### src/rtl/init_data_ctrl.sv
// init_data_ctrl: burst sequencer that streams LFSR test patterns or host pass-through data.
// Define INIT_DATA_CTRL_CHECKSUM_EN to enable the running XOR checksum of delivered beats.
module init_data_ctrl #(
    parameter int BURST_W = 8
) (
    input  logic               clk,
    input  logic               reset,
    input  logic               start,
    input  logic               cfg_mode,
    input  logic [15:0]        cfg_seed,
    input  logic [BURST_W-1:0] cfg_len,
    input  logic [15:0]        host_data,
    input  logic               host_valid,
    output logic               host_ready,
    output logic [15:0]        out_data,
    output logic               out_valid,
    input  logic               out_ready,
    output logic               out_last,
    output logic               busy,
    output logic               done,
    output logic [15:0]        checksum
);
    typedef enum logic [1:0] {IDLE, SEED, STREAM, DONE} state_t;
    state_t state;
    logic mode;
    logic [15:0] seed, lfsr;
    logic [BURST_W-1:0] len, cnt;
    logic stream, hs;
    assign stream     = state == STREAM;
    assign out_valid  = stream & (mode ? host_valid : 1'b1);
    assign host_ready = stream & mode & out_ready;
    assign out_data   = (stream & mode) ? host_data : lfsr;
    assign out_last   = stream & (cnt == BURST_W'(1));
    assign hs         = out_valid & out_ready;
    assign busy       = state != IDLE;
    assign done       = state == DONE;
    always_ff @(posedge clk) begin
        if (reset) begin
            state <= IDLE;
            mode  <= 1'b0;
            seed  <= '0;
            len   <= '0;
            lfsr  <= 16'h0010;
            cnt   <= '0;
        end else begin
            case (state)
                IDLE: if (start) begin
                    mode  <= cfg_mode;
                    seed  <= cfg_seed;
                    len   <= cfg_len;
                    state <= SEED;
                end
                SEED: begin
                    // an all-zero seed would lock the LFSR, so substitute a legal one
                    lfsr  <= (seed == 16'h0000) ? 16'h0010 : seed;
                    cnt   <= len;
                    state <= (len == '0) ? DONE : STREAM;
                end
                STREAM: if (hs) begin
                    cnt <= cnt - 1'b1;
                    if (!mode) lfsr <= {lfsr[14:0], lfsr[15] ^ lfsr[13] ^ lfsr[12] ^ lfsr[10]};
                    if (cnt == BURST_W'(1)) state <= DONE;
                end
                DONE: state <= IDLE;
            endcase
        end
    end
`ifdef INIT_DATA_CTRL_CHECKSUM_EN
    always_ff @(posedge clk) begin
        if (reset || state == SEED) checksum <= '0;
        else if (hs) checksum <= checksum ^ out_data;
    end
`else
    assign checksum = 16'h0000;
`endif
endmodule
### config.mk
export PLATFORM = sky130hd
export DESIGN_NAME = init_data_ctrl
export DESIGN_NICKNAME = d
export VERILOG_FILES = /design/src/rtl/init_data_ctrl.sv
export SDC_FILE = /design/constraint.sdc
export NUM_CORES = 1
export LEC_CHECK = 0
export CAP_MARGIN = 5
export CORE_ASPECT_RATIO = 1.75
export CORE_MARGIN = 4
export CORE_UTILIZATION = 35
export CTS_CLUSTER_SIZE = 40
export DETAILED_ROUTE_END_ITERATION = 7
export SETUP_SLACK_MARGIN = 0.3
export SLEW_MARGIN = 20
export SYNTH_ARGS = -nofsm -noshare
export SYNTH_HDL_FRONTEND = slang
export SYNTH_SLANG_ARGS = --single-unit
### constraint.sdc
create_clock -name clk -period 2.2 [get_ports clk]
set_input_delay 0.44 -clock clk [delete_from_list [all_inputs] [get_ports clk]]
set_output_delay 0.44 -clock clk [all_outputs]
set_load 0.03 [all_outputs]
==> results.ini <==
[run_status]
outcome=finished clean

[grt]
overflow=0
grt_pass1_vias=2579
grt_max_degree=29
grt_pass1_wl_microns=12500
grtUsageTotal=0.171
antenna_found_initial=0

[cells_and_area]
diodes=0
nNetsFinal=457
drive_above_1_share=0.230
area_growth_pct=45.2
utilization=0.522
fill_cells=727

[synth]
syn_area_per_cell_sq_um=8.37
synth_area_sq_mm=0.00274
synthCells=327
ys_seq_elements=51
synth_cell_types=49
synth_top_area_frac=0.373
async_reset_ff_frac=0
synth_flop_cell=dfxtp_1
ys_seq_area_frac=0.373
yosys-top-cells-count=nand2_1 (62), dfxtp_1 (51), a21oi_1 (48)
yosysMostFrequentCell=nand2_1
yosysTopAreaCell=dfxtp_1
ys_warn_count=0
synth_edf_count=0
netlist_top_cells_area=dfxtp_1 (37%), a21oi_1 (8.8%), nand2_1 (8.5%)

[routing]
drtPass1Iterations=4
drt_iter0_drc=89
via_per_inst=5.16
wl_per_cell_microns=15.8
wirelength_microns=7810
postRouteAntennaNets=0
drcViolationCount=0
vias=2542

[pwr]
ir_drop_uv=524
intPower_w=0.00293
powerDensity_mw_per_mm2=1220
p_sw_frac=0.398
pwr-share-comb=0.533
p_switching_w=0.00193
p_leak_nw=1.57
finalPower_w=0.00486
seqPwrFrac=0.298
pwr-share-clk=0.169

[timing]
fin_crit_sh=0.892
clock.fmax_ghz=0.509
skew_ns=0.00572
slew_violations=0
tns_ns=0
fin_crit_ns=1.96
finalSetupViolCount=0
finalHoldViolCount=0
rsz0062_at_grt=yes

[clock_tree]
cts.sinks=51
root_buffer=clkbuf_16
clk_latency_ns=0.29
cts_max_level=2
clk_pin_slew_ns=0.07
cts.path.max_buffers=2
tritoncts=yes
cts_buffers=5

[critical_path]
cp-end-kind=output port
arrival_ns=1.52
critPathMaxFanout=6
startpoint_type=register
cp.required_ns=1.76
path_class=register to output port

[floorplan]
start_util=0.359
die_w_microns=74.9
core-area_sq_mm=0.00762
die_h_microns=125
dieArea_sq_mm=0.00936
io_pins=83
rows=42

[flow_run]
maxCapViolCount=0

[place]
dp.final_hpwl_microns=5930
portBuffers=66
gp_congestion=0.869

[worst_hold_path]
worstHoldPathType=register to register

## cell usage in the layout, fill, tap and decap left out, types with 4 or more instances in the layout
master / synthesis / layout
buf_4: 16 / 22
clkbuf_16: 0 / 5
dfxtp_1: 51 / 47
buf_6: 1 / 19
a21oi_1: 48 / 48
mux2i_1: 14 / 14
ha_1: 7 / 4
buf_12: 0 / 4
nand2b_1: 5 / 5
mux2_4: 0 / 16
inv_1: 6 / 4
o21ai_0: 7 / 7
conb_1: 1 / 16
nor2_1: 6 / 6
nor4_1: 5 / 5
a211oi_1: 16 / 15
nand2_1: 62 / 61
clkdlybuf4s50_1: 0 / 45
## power by group through the flow
stage	clock network [W]	logic, W	registers [W]
6_report	0.000824	0.00259	0.00145
2_1_floorplan	0	0.00167	0.00135
3_5_place_dp	0	0.00237	0.00144
4_1_cts	0.000851	0.00254	0.00144
3_3_place_gp	0	0.00234	0.00143
5_1_grt	0.000886	0.00282	0.00148
## sequential cells by signal, summed over array words and instances (netlist names)
signal / count
cnt: 8
len: 8
lfsr: 16
mode: 1
seed: 16
state: 2
## worst max-delay path: stages, from the launching register on
cell and delay, ns:
dfxtp_2 0.32, inv_2 0.07, ha_4 0.17, nand2_8 0.09, buf_12 0.15, mux2_4 0.30, buf_6 0.14
## cell families after synthesis
| group | Yosys count | share of synthesized area |
|---|---|---|
| and+or+nand+nor | 100 | 0.171 |
| AOI/OAI and AO/OA | 89 | 0.202 |
| DFF | 51 | 0.373 |
| buffers and inverters | 45 | 0.0896 |
| muxes | 31 | 0.121 |
| adders and majority gates | 7 | 0.0320 |
| xor gates and xnor gates | 3 | 0.00960 |
| other | 1 | 0.00137 |
## stage by stage
stage                     instances  hold slack [ns]  setup slack [ns]  instance area [sq um]
after floorplan                 342            0.444             0.305                   2880
after global placement          479            0.460           0.00373                   3600
after detailed placement        479            0.468          -0.00873                   3600
after CTS                       493            0.478             0.201                   3940
after global routing            493            0.506             0.189                   3970
final                           493            0.478             0.237                   3970
## path summary, 6_finish.rpt
path	from	end	slack (ns)	cells after the start
hold reg to reg	seed[10]	seed[10]	0.48	2
setup reg to reg	state[0]	lfsr[4]	0.25	7
hold / removal	seed[10]	seed[10]	0.48	2
setup / recovery	state[0]	out_data[14]	0.24	6
## layer usage
layer	wire, microns	global-route usage	vias up	part of all wire
met4	257	0.0786	0	0.033
met5	0	0	-	0
li1	-	-	1276	-
met3	349	0.0289	15	0.045
met1	2820	0.181	1191	0.36
met2	4380	0.313	60	0.56
## cell type report
cell class / count / area, sq um / area share
sequential: 51 / 1030 / 0.259
timing repair buffer: 93 / 957 / 0.241
inverter: 7 / 27.5 / 0.00693
clock inverter: 1 / 7.51 / 0.00189
multi-input combinational: 246 / 1690 / 0.425
clock buffer: 7 / 153 / 0.0384
tap: 88 / 110 / 0.0277
## what timing repair did
action | in CTS | in global routing
cloned | 1 | 0
pin swaps | 1 | 2
gates resized for setup | 137 | 9
buffers inserted | 5 | 0
endpoints found under the setup margin | 47 | 42
hold buffers | 0 | 0
Note: power is estimated with default switching activity, not from simulation.
